===== src/rtl/whack_pkg.sv =====
// Shared constants and helpers for the push-button front end.
package whack_pkg;

  localparam int NUM_BUTTONS_DEF = 9;
  localparam int SYNC_STAGES     = 2;

  // Debounce counter width; never narrower than one bit.
  function automatic int cnt_width(input int cycles);
    return ($clog2(cycles) < 1) ? 1 : $clog2(cycles);
  endfunction

endpackage


===== src/rtl/debounce_channel.sv =====
// One button: two-flop synchroniser, stability counter, accepted level and edge pulses.
module debounce_channel
  import whack_pkg::*;
#(
  parameter int DEBOUNCE_CYCLES = 500000
) (
  input  logic clk,
  input  logic rst_n,
  input  logic raw,
  output logic level,
  output logic press_pulse,
  output logic release_pulse
);

  localparam int              CNT_W   = cnt_width(DEBOUNCE_CYCLES);
  localparam logic [CNT_W-1:0] CNT_MAX = CNT_W'(DEBOUNCE_CYCLES - 1);

  logic [SYNC_STAGES-1:0] sync_q;
  logic                   sync_out;
  logic [CNT_W-1:0]       cnt;
  logic                   stable;

  assign sync_out = sync_q[SYNC_STAGES-1];
  assign level    = stable;

  always_ff @(posedge clk or negedge rst_n) begin
    if (!rst_n) begin
      sync_q <= '0;
    end else begin
      sync_q <= {sync_q[SYNC_STAGES-2:0], raw};
    end
  end

  // Any disagreement shorter than DEBOUNCE_CYCLES restarts the count from zero.
  always_ff @(posedge clk or negedge rst_n) begin
    if (!rst_n) begin
      cnt           <= '0;
      stable        <= 1'b0;
      press_pulse   <= 1'b0;
      release_pulse <= 1'b0;
    end else if (sync_out == stable) begin
      cnt           <= '0;
      press_pulse   <= 1'b0;
      release_pulse <= 1'b0;
    end else if (cnt == CNT_MAX) begin
      cnt           <= '0;
      stable        <= sync_out;
      press_pulse   <= sync_out;
      release_pulse <= ~sync_out;
    end else begin
      cnt           <= cnt + 1'b1;
      press_pulse   <= 1'b0;
      release_pulse <= 1'b0;
    end
  end

endmodule


===== src/rtl/button_conditioner.sv =====
// Board push-button front end: polarity fix, per-button debounce, press summary and encoder.
module button_conditioner
  import whack_pkg::*;
#(
  parameter int NUM_BUTTONS     = NUM_BUTTONS_DEF,
  parameter int DEBOUNCE_CYCLES = 500000,
  parameter bit ACTIVE_LOW      = 1'b1
) (
  input  logic                   clk,
  input  logic                   rst_n,
  input  logic [NUM_BUTTONS-1:0] buttons_raw,
  output logic [NUM_BUTTONS-1:0] buttons_level,
  output logic [NUM_BUTTONS-1:0] buttons_press,
  output logic [NUM_BUTTONS-1:0] buttons_release,
  output logic                   any_press,
  output logic [3:0]             press_idx
);

  logic [NUM_BUTTONS-1:0] raw_norm;

  assign raw_norm = ACTIVE_LOW ? ~buttons_raw : buttons_raw;

  for (genvar g = 0; g < NUM_BUTTONS; g++) begin : g_chan
    debounce_channel #(
      .DEBOUNCE_CYCLES(DEBOUNCE_CYCLES)
    ) u_chan (
      .clk          (clk),
      .rst_n        (rst_n),
      .raw          (raw_norm[g]),
      .level        (buttons_level[g]),
      .press_pulse  (buttons_press[g]),
      .release_pulse(buttons_release[g])
    );
  end

  assign any_press = |buttons_press;

  // Scan from the top so the lowest pressed index is written last and wins.
  always_comb begin
    press_idx = '0;
    for (int i = NUM_BUTTONS - 1; i >= 0; i--) begin
      if (buttons_press[i]) press_idx = 4'(i);
    end
  end

endmodule


===== config.mk =====
export PLATFORM = sky130hd
export DESIGN_NAME = button_conditioner
export DESIGN_NICKNAME = d
export VERILOG_FILES = /design/src/rtl/whack_pkg.sv /design/src/rtl/debounce_channel.sv /design/src/rtl/button_conditioner.sv
export SDC_FILE = /design/constraint.sdc
export NUM_CORES = 1
export LEC_CHECK = 0
export ABC_AREA = 1
export BUFFER_PORTS_ARGS = -buffer_cell sky130_fd_sc_hd__buf_2
export CELL_PAD_IN_SITES_DETAIL_PLACEMENT = 0
export CELL_PAD_IN_SITES_GLOBAL_PLACEMENT = 1
export CORE_MARGIN = 3
export CORE_UTILIZATION = 42
export CTS_CLUSTER_DIAMETER = 40
export DETAILED_ROUTE_END_ITERATION = 16
export PLACE_DENSITY_LB_ADDON = 0.1
export SLEW_MARGIN = 0
export SYNTH_ARGS = -nofsm -noshare
export SYNTH_HDL_FRONTEND = slang
export SYNTH_SLANG_ARGS = --single-unit

===== constraint.sdc =====
create_clock -name clk -period 1.3 [get_ports clk]
set_input_delay 0.065 -clock clk [delete_from_list [all_inputs] [get_ports clk]]
set_output_delay 0.065 -clock clk [all_outputs]
set_load 0.02 [all_outputs]

# Word-level counts from Yosys, hierarchy flattened
# Index checks and enable logic that the tools add are counted.
dict set report classes {
  addsub 9
  n_eq_ne 18
  mux 63
  bitwise_logic 19
  n_reduce_logical 10
}
# cell count
set op_table {}
lappend op_table {{2-to-1 mux 19 bit} 18}
lappend op_table {{adder 19 x 1 -> 19 bit (second input constant)} 9}
lappend op_table {{== test 19 bit (second input constant)} 9}
lappend op_table {{2-to-1 mux 1 bit} 36}
lappend op_table {{2-to-1 mux 4 bit} 9}
lappend op_table {{NOT 1 bit} 18}
lappend op_table {{AND reduction 2 bit} 9}
lappend op_table {{== test 1 bit} 9}
lappend op_table {{NOT 9 bit} 1}
lappend op_table {{OR reduction 9 bit} 1}
dict set report totals {
  register_bits 216
  inputBits 11
  elab_cells 164
}

# Longest topological paths before layout
# Gate-level depths: netlist of run 1.
dict set report logic_depth {
  word_depth 9
  mapped_depth 9
  depth_no_buf 9
}

# Cells and area by module
# Synthesis of run 1 repeated with hierarchy kept, for this count alone.
dict set report hier_totals {
  cells_unflattened 1420
  hier_area_um2 11409.7
}
# module instances cells_per_inst area_per_inst_um2
set by_module_without_submodules {}
lappend by_module_without_submodules {debounce_channel 9 154 1249.9}
lappend by_module_without_submodules {button_conditioner 1 34 160.2}

# Least setup slack after synthesis of run 1
# OpenSTA, ideal clock, no wires.
dict set report synth_timing {
  path_type {register -> register}
  start {register g_chan[3].u_chan.cnt[0]}
  end {register g_chan[3].u_chan.cnt[17]}
  setup_time_ps 71
  t_arrival_ps 1247
  required_time_ps 1229
  path_slack_ps -19
  path_stages_with_launch 9
  n_path_buf 0
  period_less_slack_ps 1319
  path_cell_list {dfrtp_1 ha_1 nand2_1 nor2_2 inv_1 nor2_4 a21oi_2 inv_2 nor2_1}
}
dict set report synth_via {
  elab_chain_len 3
  word_cells_on_any_way 4
}
# element line
set synth_rtl {}
lappend synth_rtl {{start: declaration} debounce_channel.sv:20} ;# logic [CNT_W-1:0] cnt;
lappend synth_rtl {{start signal: assignment} debounce_channel.sv:51} ;# cnt <= cnt + 1'b1;
lappend synth_rtl {{adder 19 x 1 -> 19 bit or == test 19 bit (tied branches)} {debounce_channel.sv:51, debounce_channel.sv:45}}
lappend synth_rtl {{2-to-1 mux 19 bit *} debounce_channel.sv:45} ;# end else if (cnt == CNT_MAX) begin
lappend synth_rtl {{2-to-1 mux 19 bit *} debounce_channel.sv:41} ;# end else if (sync_out == stable) begin
# Mark *: on every way between the ends. The rest lies on a longest branch, timed or not.
# A chain may end at the register's enable or synchronous reset.

# Final worst setup path of run 1
dict set report layout_timing {
  start {register g_chan[5].u_chan.press_pulse}
  end {output press_idx[3]}
}
dict set report layout_via {
  elab_chain_len 6
}
# element line
set layout_rtl {}
lappend layout_rtl {{start: declaration} debounce_channel.sv:11} ;# output logic press_pulse,
lappend layout_rtl {{start signal: assignment} debounce_channel.sv:48} ;# press_pulse <= sync_out;
lappend layout_rtl {{2-to-1 mux 4 bit (6 in series)} button_conditioner.sv:42} ;# if (buttons_press[i]) press_idx = 4'(i);
lappend layout_rtl {{end: declaration} button_conditioner.sv:16} ;# output logic [3:0] press_idx
# Every way passes these cells.

==> flow_summary.yaml, run 1 <==
job:
  drv_cap: 0
timing:
  tightestPinTransition_ns: 0.274
  period_share_pct: 130
  setup-tns-final_ns: -3.08
  timing.fmax_mhz: 593
  rsz0062_at_grt: "yes"
  clock_skew_ns: 0.0163
  hold_violations: 0
  relSlewSlack_pct: 81.7
  finalSetupViolations: 53
  finalMaxSlewViolations: 0
  fin_crit_ns: 1.69
  fin_ws_ns: -0.386
final_layout:
  design_area_um2: 17400
  stdcell_count: 2297
  final_nets: 1912
  layout-drive-gt1-share_pct: 38.3
  area_delta_synth_final_pct: 45.4
  antenna_cells: 0
global_route:
  grt_max_degree: 47
  grt_pass1_wl_um: 49100
  grtUsageTotal_pct: 19.1
  grt.busiest_layer: "met2"
  grt.met3_usage_pct: 2.78
  met1_usage_pct: 26.2
  antenna_found_initial: 0
  grt_pass1_vias: 10400
  grt_util_met2_pct: 32.2
  grt_overflow_total: 0
setup_path:
  critPathKind: "reg2out"
  regToRegSetupSlack_ns: -0.08
  cp_slowest_cell: "dfrtp_2"
  crit_chain: "nor2_4, buf_4, nand2_4, nor3_2, buf_4"
  worst-path-stages: 5
  start_kind: "flop"
  crit_required_ns: 1.24
  crit_arrival_ns: 1.62
  path_buf_inv: 2
  r2r-start: "g_chan[5].u_chan.cnt[1]"
  end_kind: "primary output"
  crit_start: "g_chan[5].u_chan.press_pulse"
  cp_common_cell: "buf_4"
  rr_worst_depth: 7
  cp_top_family: "flip-flops"
  crit_path_max_incr_delay_ns: 0.46
  crit_path_max_fanout: 3
pwr:
  p_int_w: 0.0137
  power.share.clock_pct: 56.2
  ir_drop_uv: 800
  switching_power_w: 0.00388
  p_seq_share_pct: 39.5
  leakagePower_nw: 7.72
  power.total_w: 0.0176
  comb_power_share_pct: 4.4
  p_sw_share_pct: 22.0
  cellPowerDensity_nw_per_um2: 1010
place:
  dp_hpwl_um: 20900
  place_ws_ns: -0.118
  port_buffers: 42
  placedCellCount: 2172
  dpl-instance-area_um2: 13700
  place_congestion: 0.849
route:
  viasPerCell: 4.69
  antenna_left: 0
  drt-total-wl_um: 30200
  first_pass_iters: 5
  remaining_drc_errors: 0
  wl_per_cell_um: 13.1
  vias: 10800
  dr.first_iter.drc_count: 518
die:
  start_util_pct: 42.9
  row_count: 61
  die_y_um: 175
  fp.dieW_um: 175
  die-area_um2: 30600
  top_level_ports: 43
  core_um2: 27900
min_path:
  hp-class: "in2async"
yosys:
  ys_ff_latch: 216
  syn_area_per_cell_um2: 7.40
  synth_top_area_share_pct: 45.1
  synth_area_leader_cell: "dfrtp_1"
  yosysMostFrequentCell: "nor2_1"
  synth_commonest_cells: "444 x nor2_1, 287 x nand2_1, 216 x dfrtp_1"
  ys_seq_area_share_pct: 45.1
  syn_area_um2: 12000
  yosysWarnings: 0
  synth_edf_count: 0
  synthFlopType: "dfrtp_1"
  synthArstFlopShare_pct: 100
  synth_fp_nets: 1639
  synth_cell_types: 30
  synth.top_cells.by_area: "dfrtp_1 45%, nor2_1 14%, nand2_1 9.0%"
  synth_cells: 1619
clock_network:
  cts_root_buf: "clkbuf_16"
  clkTransAtPathRegs_ns: 0.06
  cts.sinks: 216
  cts_tree: "done"
  cts_buffer_depth: 3
  h-tree-depth: 2
  clk_latency_ns: 0.50
  cts-buffers-inserted: 36
status:
  violations: "setup timing"
  outcome: "finished, violations left"
==> power groups by stage <==
stage          logic [W]  clock network [W]  registers, W
2_1_floorplan   0.000215                  0       0.00699
4_1_cts         0.000626             0.0102       0.00691
5_1_grt         0.000874             0.0105       0.00696
6_report        0.000774            0.00990       0.00695
3_5_place_dp    0.000563                  0       0.00701
3_3_place_gp    0.000555                  0       0.00700
==> worst paths after layout <==
path                                              endpoint
worst max-delay path                          press_idx[3]
worst min-delay path               g_chan[7].u_chan.cnt[4]
worst max register to register    g_chan[5].u_chan.cnt[12]
worst min register to register  g_chan[0].u_chan.sync_q[1]
max in group asynchronous          g_chan[2].u_chan.cnt[2]
min in group clk                g_chan[0].u_chan.sync_q[0]
==> kinds of logic (layout without fill, tap and decap cells) <==
kind of cell	count (synthesis)	after routing	share of synthesized area, %
compound gates	72	72	3.14
buf+inv	238	538	8.51
fa+ha+maj	9	9	0.941
flops	216	216	45.1
simple gates	1010	1010	36.9
xor+xnor	74	74	5.41
==> per-stage QoR <==
stage / hold WS [ns] / util (%)
finish: 0.0258 / 62.3
global route: 0.0304 / 62.3
CTS: 0.00267 / 56.1
detailed placement: -0.0520 / 49.2
global placement: -0.0499 / 49.2
floorplan: -0.231 / -
==> flip-flops by register name, indices dropped and copies added, names as in the netlist <==
signal                       cells
g_chan.u_chan.press_pulse        9
g_chan.u_chan.level              9
g_chan.u_chan.sync_q            18
g_chan.u_chan.release_pulse      9
g_chan.u_chan.cnt              171
==> layer usage <==
metal / share of wire [%] / vias up / wire length, µm
met5: 0 / - / 0
met3: 2.7 / 44 / 823
met2: 49 / 120 / 14900
met4: 1.8 / 0 / 558
met1: 46 / 5066 / 13900
li1: - / 5553 / -
==> what timing repair did <==
item / 4_1_cts / 5_1_grt
resized for setup: 146 / 385
setup endpoints to repair: 121 / 180
setup buffers: 8 / 46
endpoints found under the hold margin: 225 / 0
hold buffers: 10 / 0
pin swaps: 39 / 131
==> cell usage in the layout (no fill, tap or decap), types with 34 or more instances in the layout <==
cell	count
dfrtp_2	45
nand2_1	247
inv_1	176
buf_6	34
nand3_2	37
buf_4	185
clkbuf_16	38
nor2_2	93
xor2_1	43
nor2_1	317
nand3_1	76
dfrtp_1	171
nor2_4	85
==> cell type report <==
class / instances / area (µm²)
Sequential cell: 216 / 5460
Multi-Input combinational cell: 1165 / 7230
Clock buffer: 48 / 1030
Inverter: 203 / 779
Fill cell: 2482 / 10500
Tap cell: 378 / 473
Clock inverter: 17 / 246
Timing Repair Buffer: 270 / 2190
(Power assumes the default switching activity.)
==> run 2: changes to the inputs <==
Settings changed: RECOVER_POWER set to 25.
==> run 2 against run 1 <==
The run still ends with setup timing left. Global-route usage stayed put. Utilization decreased by 0.13 points. Sequential share of layout area is 0.065 points higher. Clock power is essentially flat. Maximum frequency barely moved.
==> flow_summary.yaml, run 2 (same netlist as run 1, synthesis figures left out) <==
pwr:
  leakagePower_nw: 7.71
  switching_power_w: 0.00388
  p_sw_share_pct: 22.0
  comb_power_share_pct: 4.3
  cellPowerDensity_nw_per_um2: 1010
  power.share.clock_pct: 56.2
  p_int_w: 0.0137
  p_seq_share_pct: 39.5
  ir_drop_uv: 800
route:
  drt-total-wl_um: 30200
  dr.first_iter.drc_count: 548
  viasPerCell: 4.69
  remaining_drc_errors: 0
  wl_per_cell_um: 13.2
  first_pass_iters: 5
  antenna_left: 0
  vias: 10800
place:
  dp_hpwl_um: 20900
  port_buffers: 42
  place_congestion: 0.849
  placedCellCount: 2172
  place_ws_ns: -0.118
  dpl-instance-area_um2: 13700
setup_path:
  crit_arrival_ns: 1.62
  crit_required_ns: 1.24
  end_kind: "primary output"
  critPathKind: "reg2out"
  crit_path_max_fanout: 3
  start_kind: "flop"
timing:
  finalSetupViolations: 53
  fin_ws_ns: -0.386
  tightestPinTransition_ns: 0.827
  timing.fmax_mhz: 593
  period_share_pct: 130
  fin_crit_ns: 1.69
  clock_skew_ns: 0.0161
  hold_violations: 0
  rsz0062_at_grt: "yes"
  setup-tns-final_ns: -3.08
  relSlewSlack_pct: 44.9
  finalMaxSlewViolations: 0
global_route:
  grt_overflow_total: 0
  grtUsageTotal_pct: 19.1
  grt_pass1_vias: 10400
  grt_max_degree: 47
  grt_pass1_wl_um: 49100
  antenna_found_initial: 0
final_layout:
  final_common_cell: "nor2_1"
  reg_top3: "g_chan.u_chan.cnt: 171 flops, g_chan.u_chan.sync_q: 18 flops"
  antenna_cells: 0
  final_nets: 1912
  top_register: "g_chan.u_chan.cnt"
  area_delta_synth_final_pct: 45.1
  largest_reg_flops: 171
  layout-drive-gt1-share_pct: 38.2
  layout_common_cells: "317 x nor2_1, 247 x nand2_1, 187 x buf_4"
  stdcell_count: 2297
  design_area_um2: 17400
status:
  violations: "setup timing"
  outcome: "finished, violations left"
clock_network:
  h-tree-depth: 2
  clk_latency_ns: 0.50
  cts_buffer_depth: 3
  clkTransAtPathRegs_ns: 0.06
  cts_tree: "done"
  cts-buffers-inserted: 36
  cts.sinks: 216
  cts_root_buf: "clkbuf_16"
min_path:
  hp-class: "in2async"
die:
  top_level_ports: 43
  row_count: 61
  die_y_um: 175
  die-area_um2: 30600
  core_um2: 27900
  start_util_pct: 42.9
  fp.dieW_um: 175
job:
  drv_cap: 0
## run 2: cell types whose count changed in the layout (fill, tap and decap cells not counted), sizes merged
cell,previous run,this run
buf,260,258
clkbuf,48,50
## run 2: worst paths after layout
kind / slack, ns / start / depth (start not counted) / to
hold / removal: 0.21 / rst_n / 2 / g_chan[7].u_chan.cnt[4]
hold reg to reg: 0.35 / g_chan[0].u_chan.sync_q[0] / 0 / g_chan[0].u_chan.sync_q[1]
min in group clk: 0.23 / buttons_raw[0] / 3 / g_chan[0].u_chan.sync_q[0]
setup reg to reg: -0.07 / g_chan[5].u_chan.cnt[1] / 7 / g_chan[5].u_chan.cnt[12]
setup / recovery: -0.39 / g_chan[5].u_chan.press_pulse / 5 / press_idx[3]
max in group asynchronous: 0.12 / rst_n / 3 / g_chan[0].u_chan.level
## run 2: timing repair
action / CTS / global route
hold buffers: 10 / 0
cloned: 0 / 0
pin swaps: 39 / 131
setup buffers: 8 / 46
endpoints found under the hold margin: 225 / 0
gates resized for setup: 146 / 385
setup endpoints to repair: 121 / 180
## run 2: layout make-up
cell class                      count  area (µm²)
Sequential cell                   216        5460
Fill cell                        2485       10600
Inverter                          203         779
Clock inverter                     17         246
Clock buffer                       48        1030
Timing Repair Buffer              270        2150
Multi-Input combinational cell   1165        7230
Tap cell                          378         473
## run 2: critical path: stages (launching register included)
cell and delay (ns):
dfrtp_2 0.46, nor2_4 0.13, buf_4 0.14, nand2_4 0.07, nor3_2 0.16, buf_4 0.16
## run 2: routing by layer
| layer | track usage [%] | vias to the layer above | wire, µm |
|---|---|---|---|
| met2 | 32.2 | 118 | 14900 |
| li1 | - | 5553 | - |
| met4 | 4.62 | 0 | 558 |
| met5 | 0 | - | 0 |
| met1 | 26.2 | 5051 | 14000 |
| met3 | 2.78 | 44 | 798 |
## run 2: power groups by stage
stage	Clock (W)	Sequential (W)	Combinational (W)
CTS	0.0102	0.00691	0.000626
global route	0.0105	0.00696	0.000860
floorplan	0	0.00699	0.000215
finish	0.00990	0.00695	0.000760
detailed placement	0	0.00701	0.000563
global placement	0	0.00700	0.000555
## run 2: stage by stage
stage          power, W  hold WS, ns  utilization [%]
2_1_floorplan   0.00721       -0.231                -
3_3_place_gp    0.00756      -0.0499             49.2
3_5_place_dp    0.00757      -0.0520             49.2
4_1_cts          0.0177      0.00267             56.1
5_1_grt          0.0183        0.231             62.2
6_report         0.0176        0.209             62.2
==> run 3: changes to the inputs <==
Settings changed: ABC_AREA 1 to 0, CORE_UTILIZATION 42 to 44, SETUP_SLACK_MARGIN set to 0.02.
==> run 3 against run 2 <==
The run still ends with setup timing left. Critical endpoint is now g_chan[2].u_chan.cnt[17]. Critical path depth unchanged. Global-route usage up 1.9 points. Total power up 1.5%. Maximum frequency down 8.1%. First-iteration DRC count down 20%. Combinational power up 18%. Setup slack worse by 0.15 ns. Clock skew up 0.0073 ns. Sequential power about the same. Die area down 17%. Final area down 2.1%.
==> flow_summary.yaml, run 3 <==
status:
  outcome: "finished, violations left"
  violations: "setup timing"
timing:
  fin_ws_ns: -0.534
  period_share_pct: 141
  hold_violations: 0
  setup-tns-final_ns: -90.04
  rsz0062_at_grt: "yes"
  timing.fmax_mhz: 545
  clock_skew_ns: 0.0234
  tightestPinTransition_ns: 0.697
  finalMaxSlewViolations: 0
  finalSetupViolations: 386
  relSlewSlack_pct: 53.6
  fin_crit_ns: 1.83
final_layout:
  antenna_cells: 0
  reg_top3: "g_chan.u_chan.cnt: 171 flops, g_chan.u_chan.sync_q: 18 flops"
  multi_input_area_um2: 5970
  area_delta_synth_final_pct: 65.1
  largest_reg_flops: 171
  layout-drive-gt1-share_pct: 54.6
  top_register: "g_chan.u_chan.cnt"
  regArea_um2: 5420
  fillCellCount: 1587
  final_nets: 1486
  design_area_um2: 17000
  layout_common_cells: "332 x buf_4, 204 x dfrtp_1, 76 x xnor2_1"
  final_common_cell: "buf_4"
route:
  dr.first_iter.drc_count: 441
  viasPerCell: 5.12
  drt-total-wl_um: 27400
  wl_per_cell_um: 15.2
  first_pass_iters: 4
  remaining_drc_errors: 0
  antenna_left: 0
  vias: 9260
setup_path:
  end_kind: "flop"
  r2r-end: "g_chan[2].u_chan.cnt[17]"
  start_kind: "flop"
  crit_arrival_ns: 2.26
  r2r-start: "g_chan[2].u_chan.cnt[8]"
  crit_path_max_fanout: 4
  crit_end: "g_chan[2].u_chan.cnt[17]"
  crit_required_ns: 1.73
  critPathKind: "reg2reg"
  rr_worst_depth: 5
  crit_start: "g_chan[2].u_chan.cnt[8]"
  regToRegSetupSlack_ns: -0.53
clock_network:
  cts_tree: "done"
  cts.sinks: 216
  clk_latency_ns: 0.51
  cts-buffers-inserted: 39
  h-tree-depth: 2
  clkTransAtPathRegs_ns: 0.05
  cts_buffer_depth: 3
  cts_root_buf: "clkbuf_16"
place:
  place_congestion: 0.805
  dpl-instance-area_um2: 13300
  place_ws_ns: -0.589
  port_buffers: 42
  dp_hpwl_um: 16800
die:
  start_util_pct: 45.1
  die-area_um2: 25300
  fp.dieW_um: 159
  die_y_um: 159
  core_um2: 22800
  top_level_ports: 43
  row_count: 55
yosys:
  yosysMostFrequentCell: "dfrtp_1"
  ys_ff_latch: 216
  synth_area_leader_cell: "dfrtp_1"
  synth_commonest_cells: "216 x dfrtp_1, 137 x nor2_1, 81 x xnor2_1"
  synth_cell_types: 43
  synth_cells: 1018
  synth_fp_nets: 1038
  synth_top_area_share_pct: 52.5
  syn_area_per_cell_um2: 10.1
  synth_edf_count: 0
  synthArstFlopShare_pct: 100
  synth.top_cells.by_area: "dfrtp_1 52%, xnor2_1 6.9%, nor2_1 5.0%"
  yosysWarnings: 0
  syn_area_um2: 10300
  synthFlopType: "dfrtp_1"
  ys_seq_area_share_pct: 52.5
global_route:
  grtUsageTotal_pct: 21.0
  grt_max_degree: 58
  grt_overflow_total: 0
  grt_pass1_wl_um: 45100
  antenna_found_initial: 0
  grt_pass1_vias: 9354
min_path:
  hp-class: "in2reg"
  hold_path_depth: 3
job:
  drv_cap: 0
pwr:
  power.total_w: 0.0179
  ir_drop_uv: 1080
  cellPowerDensity_nw_per_um2: 1050
  leakagePower_nw: 7.35
## run 3: changes by cell type after synthesis, moves of 12 or more
cell,delta
nand2_1,-232
nor2_4,-12
nor2_2,-39
nor2_1,-307
nand4_1,+24
o31ai_1,+14
nand3_1,-71
xnor2_1,+56
nand2_2,-27
or4_1,+27
nor4_1,+27
or3_1,+30
inv_1,-163
## run 3: cell type report
class	count	area share, %
multi-input cells	722	35.1
flip-flops and latches	216	31.9
repair buffers	453	22.2
clock buffers	48	6.24
well taps	313	2.30
clock inverters	23	1.50
inverters	34	0.751
## run 3: worst max-delay path: stages (launching register included)
cell     delay [ns]
dfrtp_1        0.38
buf_4          0.14
nand4_4        0.08
or4_4          0.53
or4_4          0.50
a21oi_2        0.13
## run 3: worst min-delay path by stage
stage / end / startpoint
final: g_chan[4].u_chan.sync_q[0] / buttons_raw[4]
after global routing: g_chan[4].u_chan.sync_q[0] / buttons_raw[4]
after CTS: g_chan[1].u_chan.press_pulse / rst_n
after detailed placement: g_chan[0].u_chan.cnt[8] / rst_n
after global placement: g_chan[0].u_chan.cnt[8] / rst_n
after floorplan: g_chan[0].u_chan.cnt[0] / rst_n
## run 3: kinds of logic after synthesis
| family | synth area share, % |
|---|---|
| mux | 0.984 |
| fa+ha+maj | 1.09 |
| xor+xnor | 10.2 |
| simple gates | 25.7 |
| buf+inv | 4.00 |
| flops | 52.5 |
| compound gates | 5.58 |
## run 3: per-layer routing
metal  up-vias  routed length (µm)  track usage [%]
met5         -                   0                0
met4         0                 814             6.45
met3        60                 904             3.67
met2       134               13600             35.5
met1      4563               12100             27.8
li1       4503                   -                -
## run 3: through the flow
step	hold slack (ns)	util (%)	std cells
after floorplan	-0.231	-	1018
after global placement	-0.0771	58.4	1620
after detailed placement	-0.0769	58.4	1620
after CTS	0.133	70.2	1778
after global routing	0.232	74.4	1809
final	0.232	74.4	1809
## run 3: power breakdown
group          switching, W  internal (W)
Sequential        0.0000865       0.00683
Clock               0.00357       0.00649
Combinational      0.000460      0.000437
Total               0.00412        0.0138
## run 3: timing repair
item | in CTS | in global routing
setup buffers | 73 | 39
pin swaps | 82 | 53
resized for setup | 171 | 201
endpoints found under the hold margin | 225 | 1
cloned | 6 | 1
hold buffers | 11 | 1
setup endpoints to repair | 201 | 224
